--- src/rtl/ctrl_decode_pipe.sv ---
// Single-slot decode stage: decodes an RV32I control word plus effective address into
// a registered control bundle behind a valid/ready handshake, with optional IO wait-states.
module ctrl_decode_pipe #(
  parameter int unsigned       XLEN      = 32,
  parameter logic [XLEN-1:0]   IO_BASE   = 32'hFFFFFC00,
  parameter logic [XLEN-1:0]   RAM_LIMIT = 32'h00010000,
  parameter int unsigned       IO_WAIT   = 2
) (
  input  logic            clk,
  input  logic            rst,
  input  logic            in_valid,
  output logic            in_ready,
  input  logic [31:0]     instruction,
  input  logic [XLEN-1:0] addr,
  output logic            out_valid,
  input  logic            out_ready,
  output logic [3:0]      alu_op,
  output logic            alu_src,
  output logic            reg_write,
  output logic            mem_read,
  output logic            mem_write,
  output logic            io_read,
  output logic            io_write,
  output logic            mem_or_io_to_reg,
  output logic            sftmd,
  output logic            jal,
  output logic            jalr,
  output logic [2:0]      br_type,
  output logic            illegal,
  output logic            addr_fault,
  output logic            busy
);

  typedef enum logic [1:0] {ST_EMPTY, ST_WAIT, ST_FULL} state_t;

  typedef struct packed {
    logic [3:0] alu_op;
    logic       alu_src;
    logic       reg_write;
    logic       mem_read;
    logic       mem_write;
    logic       io_read;
    logic       io_write;
    logic       mem_or_io_to_reg;
    logic       sftmd;
    logic       jal;
    logic       jalr;
    logic [2:0] br_type;
    logic       illegal;
    logic       addr_fault;
  } ctrl_t;

  localparam logic [2:0] BR_NONE   = 3'b010;
  localparam logic [3:0] WAIT_INIT = 4'(IO_WAIT);

  localparam logic [6:0] OP_R      = 7'b0110011;
  localparam logic [6:0] OP_I      = 7'b0010011;
  localparam logic [6:0] OP_LOAD   = 7'b0000011;
  localparam logic [6:0] OP_STORE  = 7'b0100011;
  localparam logic [6:0] OP_BRANCH = 7'b1100011;
  localparam logic [6:0] OP_JAL    = 7'b1101111;
  localparam logic [6:0] OP_JALR   = 7'b1100111;
  localparam logic [6:0] OP_LUI    = 7'b0110111;
  localparam logic [6:0] OP_AUIPC  = 7'b0010111;

  localparam logic [3:0] ALU_ADD = 4'd0, ALU_SUB = 4'd1, ALU_XOR = 4'd2, ALU_OR = 4'd3,
                         ALU_AND = 4'd4, ALU_SLL = 4'd5, ALU_SRL = 4'd6, ALU_SRA = 4'd7,
                         ALU_SLT = 4'd8, ALU_SLTU = 4'd9, ALU_LUI = 4'd10, ALU_AUIPC = 4'd11;

  state_t     state_q, state_d;
  logic [3:0] cnt_q, cnt_d;
  ctrl_t      bundle_q, bundle_d;

  ctrl_t      dec;
  logic       dec_ill;
  logic       is_ls;
  logic       dec_io_wait;
  logic       accept;

  logic [6:0] opcode;
  logic [2:0] funct3;
  logic [6:0] funct7;
  logic       addr_is_io;
  logic       addr_is_ram;
  logic       unused_fields;

  assign opcode        = instruction[6:0];
  assign funct3        = instruction[14:12];
  assign funct7        = instruction[31:25];
  assign unused_fields = ^{instruction[24:15], instruction[11:7]};
  assign addr_is_io    = (addr >= IO_BASE);
  assign addr_is_ram   = (addr < RAM_LIMIT);

  always_comb begin
    dec         = '0;
    dec.br_type = BR_NONE;
    dec_ill     = 1'b0;
    is_ls       = 1'b0;
    case (opcode)
      OP_R: begin
        dec.reg_write = 1'b1;
        case ({funct7, funct3})
          {7'h00, 3'b000}: dec.alu_op = ALU_ADD;
          {7'h20, 3'b000}: dec.alu_op = ALU_SUB;
          {7'h00, 3'b001}: begin dec.alu_op = ALU_SLL; dec.sftmd = 1'b1; end
          {7'h00, 3'b010}: dec.alu_op = ALU_SLT;
          {7'h00, 3'b011}: dec.alu_op = ALU_SLTU;
          {7'h00, 3'b100}: dec.alu_op = ALU_XOR;
          {7'h00, 3'b101}: begin dec.alu_op = ALU_SRL; dec.sftmd = 1'b1; end
          {7'h20, 3'b101}: begin dec.alu_op = ALU_SRA; dec.sftmd = 1'b1; end
          {7'h00, 3'b110}: dec.alu_op = ALU_OR;
          {7'h00, 3'b111}: dec.alu_op = ALU_AND;
          default:         dec_ill = 1'b1;
        endcase
      end
      OP_I: begin
        dec.reg_write = 1'b1;
        dec.alu_src   = 1'b1;
        case (funct3)
          3'b000: dec.alu_op = ALU_ADD;
          3'b010: dec.alu_op = ALU_SLT;
          3'b011: dec.alu_op = ALU_SLTU;
          3'b100: dec.alu_op = ALU_XOR;
          3'b110: dec.alu_op = ALU_OR;
          3'b111: dec.alu_op = ALU_AND;
          3'b001: begin
            dec.alu_op = ALU_SLL;
            dec.sftmd  = 1'b1;
            dec_ill    = (funct7 != 7'h00);
          end
          default: begin
            dec.sftmd = 1'b1;
            if (funct7 == 7'h00)      dec.alu_op = ALU_SRL;
            else if (funct7 == 7'h20) dec.alu_op = ALU_SRA;
            else                      dec_ill = 1'b1;
          end
        endcase
      end
      OP_LOAD, OP_STORE: begin
        is_ls       = 1'b1;
        dec.alu_src = 1'b1;
        dec.alu_op  = ALU_ADD;
        if (opcode == OP_LOAD) begin
          dec.reg_write        = 1'b1;
          dec.mem_or_io_to_reg = 1'b1;
        end
        // IO decode takes priority so an overlapping RAM window can never shadow IO.
        if (addr_is_io) begin
          dec.io_read  = (opcode == OP_LOAD);
          dec.io_write = (opcode == OP_STORE);
        end else if (addr_is_ram) begin
          dec.mem_read  = (opcode == OP_LOAD);
          dec.mem_write = (opcode == OP_STORE);
        end else begin
          dec.addr_fault       = 1'b1;
          dec.reg_write        = 1'b0;
          dec.mem_or_io_to_reg = 1'b0;
        end
      end
      OP_BRANCH: begin
        if (funct3 == 3'b010 || funct3 == 3'b011) dec_ill = 1'b1;
        else                                      dec.br_type = funct3;
      end
      OP_JAL: begin
        dec.jal       = 1'b1;
        dec.reg_write = 1'b1;
      end
      OP_JALR: begin
        dec.jalr      = 1'b1;
        dec.reg_write = 1'b1;
        dec.alu_src   = 1'b1;
      end
      OP_LUI: begin
        dec.reg_write = 1'b1;
        dec.alu_src   = 1'b1;
        dec.alu_op    = ALU_LUI;
      end
      OP_AUIPC: begin
        dec.reg_write = 1'b1;
        dec.alu_src   = 1'b1;
        dec.alu_op    = ALU_AUIPC;
      end
      default: dec_ill = 1'b1;
    endcase
    if (dec_ill) begin
      dec         = '0;
      dec.br_type = BR_NONE;
      dec.illegal = 1'b1;
    end
  end

  assign dec_io_wait = is_ls && addr_is_io && (WAIT_INIT != 4'd0);

  assign in_ready  = (state_q == ST_EMPTY) || ((state_q == ST_FULL) && out_ready);
  assign accept    = in_valid && in_ready;
  assign out_valid = (state_q == ST_FULL);
  assign busy      = (state_q != ST_EMPTY);

  always_comb begin
    state_d  = state_q;
    cnt_d    = cnt_q;
    bundle_d = bundle_q;
    case (state_q)
      ST_WAIT: begin
        cnt_d = cnt_q - 4'd1;
        if (cnt_q == 4'd1) state_d = ST_FULL;
      end
      ST_FULL: begin
        if (!accept && out_ready) state_d = ST_EMPTY;
      end
      default: ;
    endcase
    // A new word can land from EMPTY or straight behind a consumed FULL slot.
    if (accept) begin
      bundle_d = dec;
      if (dec_io_wait) begin
        state_d = ST_WAIT;
        cnt_d   = WAIT_INIT;
      end else begin
        state_d = ST_FULL;
        cnt_d   = 4'd0;
      end
    end
  end

  always_ff @(posedge clk or posedge rst) begin
    if (rst) begin
      state_q          <= ST_EMPTY;
      cnt_q            <= 4'd0;
      bundle_q         <= '0;
      bundle_q.br_type <= BR_NONE;
    end else begin
      state_q  <= state_d;
      cnt_q    <= cnt_d;
      bundle_q <= bundle_d;
    end
  end

  assign alu_op           = bundle_q.alu_op;
  assign alu_src          = bundle_q.alu_src;
  assign reg_write        = bundle_q.reg_write;
  assign mem_read         = bundle_q.mem_read;
  assign mem_write        = bundle_q.mem_write;
  assign io_read          = bundle_q.io_read;
  assign io_write         = bundle_q.io_write;
  assign mem_or_io_to_reg = bundle_q.mem_or_io_to_reg;
  assign sftmd            = bundle_q.sftmd;
  assign jal              = bundle_q.jal;
  assign jalr             = bundle_q.jalr;
  assign br_type          = bundle_q.br_type;
  assign illegal          = bundle_q.illegal;
  assign addr_fault       = bundle_q.addr_fault;

endmodule

--- config.mk ---
export PLATFORM = sky130hd
export DESIGN_NAME = ctrl_decode_pipe
export DESIGN_NICKNAME = d
export VERILOG_FILES = /design/src/rtl/ctrl_decode_pipe.sv
export SDC_FILE = /design/constraint.sdc
export NUM_CORES = 1
export LEC_CHECK = 0
export ABC_AREA = 0
export CAP_MARGIN = 20
export CORE_MARGIN = 3
export CORE_UTILIZATION = 35
export DETAILED_ROUTE_END_ITERATION = 6
export GPL_TIMING_DRIVEN = 0
export PLACE_DENSITY = 0.79
export SYNTH_ARGS = -nofsm -noshare
export SYNTH_HDL_FRONTEND = slang
export SYNTH_SLANG_ARGS = --single-unit
--- constraint.sdc ---
create_clock -name clk -period 1.49 [get_ports clk]
set_input_delay 0.298 -clock clk [delete_from_list [all_inputs] [get_ports clk]]
set_output_delay 0.298 -clock clk [all_outputs]
set_load 0.02 [all_outputs]
==> run summary <==
Worst endpoint required time = 1.71 ns
RR Endpoint = alu_src
Failing checks = setup timing
Setup ws final = -0.141 ns
Post-DRT Antenna Nets = 0
HP Class = primary input to asynchronous set/reset pin
Inst Count DP = 296
Final Hold Violating Endpoints = 0
Clock skew = 0.00614 ns
WL per Instance = 15.7 um
First-pass GRT wire length = 8110 um
Rows = 23
Switching Power = 833 uW
Register bit total from synthesis = 25
Least-Margin Pin Slew = 0.512 ns
CP arrival = 1.85 ns
Yosys warns = 0
Worst vdd ir = 0.395 mV
RSZ-0062 raised after global routing = yes
Iteration count of the initial detailed-routing pass = 4
Worst setup SP type = primary input
Final Non-Filler Cells = 318
Status = complete, but fails checks
Min Tclk post-route = 1.63 ns
Register area share after synthesis = 0.391
I/O pin count = 90
# setup viols final = 12
H-tree depth = 1
Slew HR = 0.655
Setup CP Type = primary input to register
Die height = 73.7 um
Synthesized area = 1600 um2
Final WL = 5010 um
Leak Pwr = 0.00122 uW
Number of global-route vias before repair = 1849
R2R depth = 6
Core area = 4200 um2
Die span in x = 73.7 um
Critical Path End Type = register
CTS tree = yes
Max-Cap Viols = 0
Antenna cells = 0
Synth Area in Adders = 0.0156
Total internal power = 1420 uW
Sw frac = 0.369
Congestion Overflow GR = 0
Aggregate global-route resource usage = 0.191
Max Clk Rate = 613 MHz
Gate power share = 0.447
Pwr per Cell Area = 862 nW/um2
Total vias in the final route = 1797
P&R area growth vs syn = 63.4%
# DRC = 0
Die ar. = 5430 um2
Clock sinks = 25
DRT iter0 DRCs = 90
Clock share of power = 0.179
Via density = 5.65
Flop2flop setup slack = -0.08 ns
DP Worst Slack = -0.900 ns
Reg-to-reg startpoint = state_q[0]
Syn Inst Count = 186
Routability congestion estimate = 0.821
Synthesized Nets = 256
Critical path startpoint = instruction[26]
Largest family of logic cells by synthesized area = simple AND/OR/NAND/NOR gates
Initial core utilization = 0.381
Worst-path clk slew = 0.09 ns
Mux cell area share after synthesis = 0
Dpl hpwl = 3560 um
Nets = 339
Commonest non-fill, non-tap cell in the layout = dlygate4sd2_1
Synth Area per Inst = 8.62 um2
Post-synth cell types = 46
CTS root buf = clkbuf_8
Largest net degree at the start of global routing = 26
Compound-gate portion of the synthesized area = 0.223
Sequential share of power = 0.374
Deepest clock path buffer count = 2
Largest fanout on the critical path = 2
Xor/xnor share of the synthesized area = 0.0219
Num CTS Buffers = 3
Final Cycle Share = 1.09
Share of layout cells above drive strength 1 = 0.265
Clock latency on the worst-skew pair = 0.27 ns
Post-Synth Simple-Gate Area = 0.311
Max-slew violations = 0
Most frequent cells in the layout = dlygate4sd2_1 (37), dfrtp_1 (23), buf_4 (19), nand2_1 (17), nor2_1 (16)
PortBufs = 60
Initial antenna violation count = 0
[stage by stage]
step / total power (uW) / setup TNS, ns / area, um2 / utilization / hold WS (ns)
global route: 2400 / -1.83 / 2620 / 0.623 / 0.291
global placement: 1690 / -14.97 / 2300 / 0.548 / 0.466
CTS: 2200 / -0.948 / 2510 / 0.596 / 0.386
detailed placement: 1710 / -15.67 / 2300 / 0.548 / 0.476
finish: 2260 / -0.924 / 2620 / 0.623 / 0.264
floorplan: 1340 / -2.44 / 1640 / - / 0.325
[critical path: stages]
cell and delay, ns:
buf_6 0.09, or4_4 0.56, o311ai_4 0.23, nand3_2 0.12
buf_6 0.15, nor4b_4 0.21, a32o_1 0.18
[power by group through the flow]
stage / sequential, uW / combinational, uW / clock [uW]
global placement: 867 / 824 / 0
detailed placement: 870 / 839 / 0
CTS: 841 / 946 / 413
finish: 843 / 1010 / 405
floorplan: 874 / 467 / 0
global route: 857 / 1110 / 432
[worst max path at each step]
stage | to | slack (ns) | cells past startpoint
after floorplan | alu_src | -0.29 | 5
after global placement | alu_src | -0.87 | 7
after detailed placement | alu_src | -0.90 | 6
after CTS | alu_src | -0.15 | 7
after global routing | alu_src | -0.18 | 7
final | alu_src | -0.14 | 7
[logic make-up (layout without fill, tap and decap cells)]
family          Yosys count  count (layout)
compound gates           47              47
fa+ha+maj                 2               2
flops                    25              25
xor+xnor                  4               4
buf+inv                  16              98
simple gates             92              92
[routing by layer]
layer | up-vias | GRT usage | routed length [um]
li1 | 861 | - | -
met1 | 855 | 0.219 | 1960
met2 | 70 | 0.358 | 2700
met3 | 11 | 0.0219 | 259
met4 | 0 | 0.0684 | 86
met5 | - | 0 | 0
[final cells by class]
type	count	area, um2
Buffer	8	81.3
Clock buffer	3	41.3
Inverter	7	26.3
Sequential cell	25	628
Tap cell	50	62.6
Multi-Input combinational cell	145	1080
Clock inverter	1	5.00
Fill cell	344	1580
Timing Repair Buffer	79	696
[what timing repair did]
action / 4_1_cts / 5_1_grt
pin swaps: 32 / 20
endpoints found under the setup margin: 43 / 22
gates resized for setup: 108 / 34
hold buffers: 0 / 0
setup buffers: 15 / 3
[Yosys cell counts, drive strengths merged]
cell,count,area share
o31ai,2,0.0094
clkbuf,9,0.021
o21ai,12,0.037
inv,7,0.016
xnor2,1,0.0055
o22ai,1,0.0039
nor2,21,0.051
a311o,1,0.0062
a211oi,3,0.014
dfrtp,24,0.37
nor4b,1,0.0055
o32a,1,0.0062
o32ai,1,0.0055
xor2,3,0.016
dfstp,1,0.016
a21o,2,0.0094
ha,2,0.016
nand4,9,0.035
and4,1,0.0055
a31oi,4,0.016
nand3,6,0.022
nor2b,10,0.039
nor4,10,0.039
a21boi,2,0.0094
o21bai,2,0.0094
o311ai,1,0.016
and2,2,0.0078
a21oi,4,0.012
nand2,18,0.042
nor3b,2,0.012
nor3,3,0.0094
and3,1,0.0039
a32o,4,0.025
or4,1,0.0070
a22o,5,0.027
o2111ai,1,0.0055
and4b,1,0.0062
nand2b,3,0.012
or2,1,0.0039
o41ai,1,0.010
nand3b,2,0.0094
(Power assumes the default switching activity.)
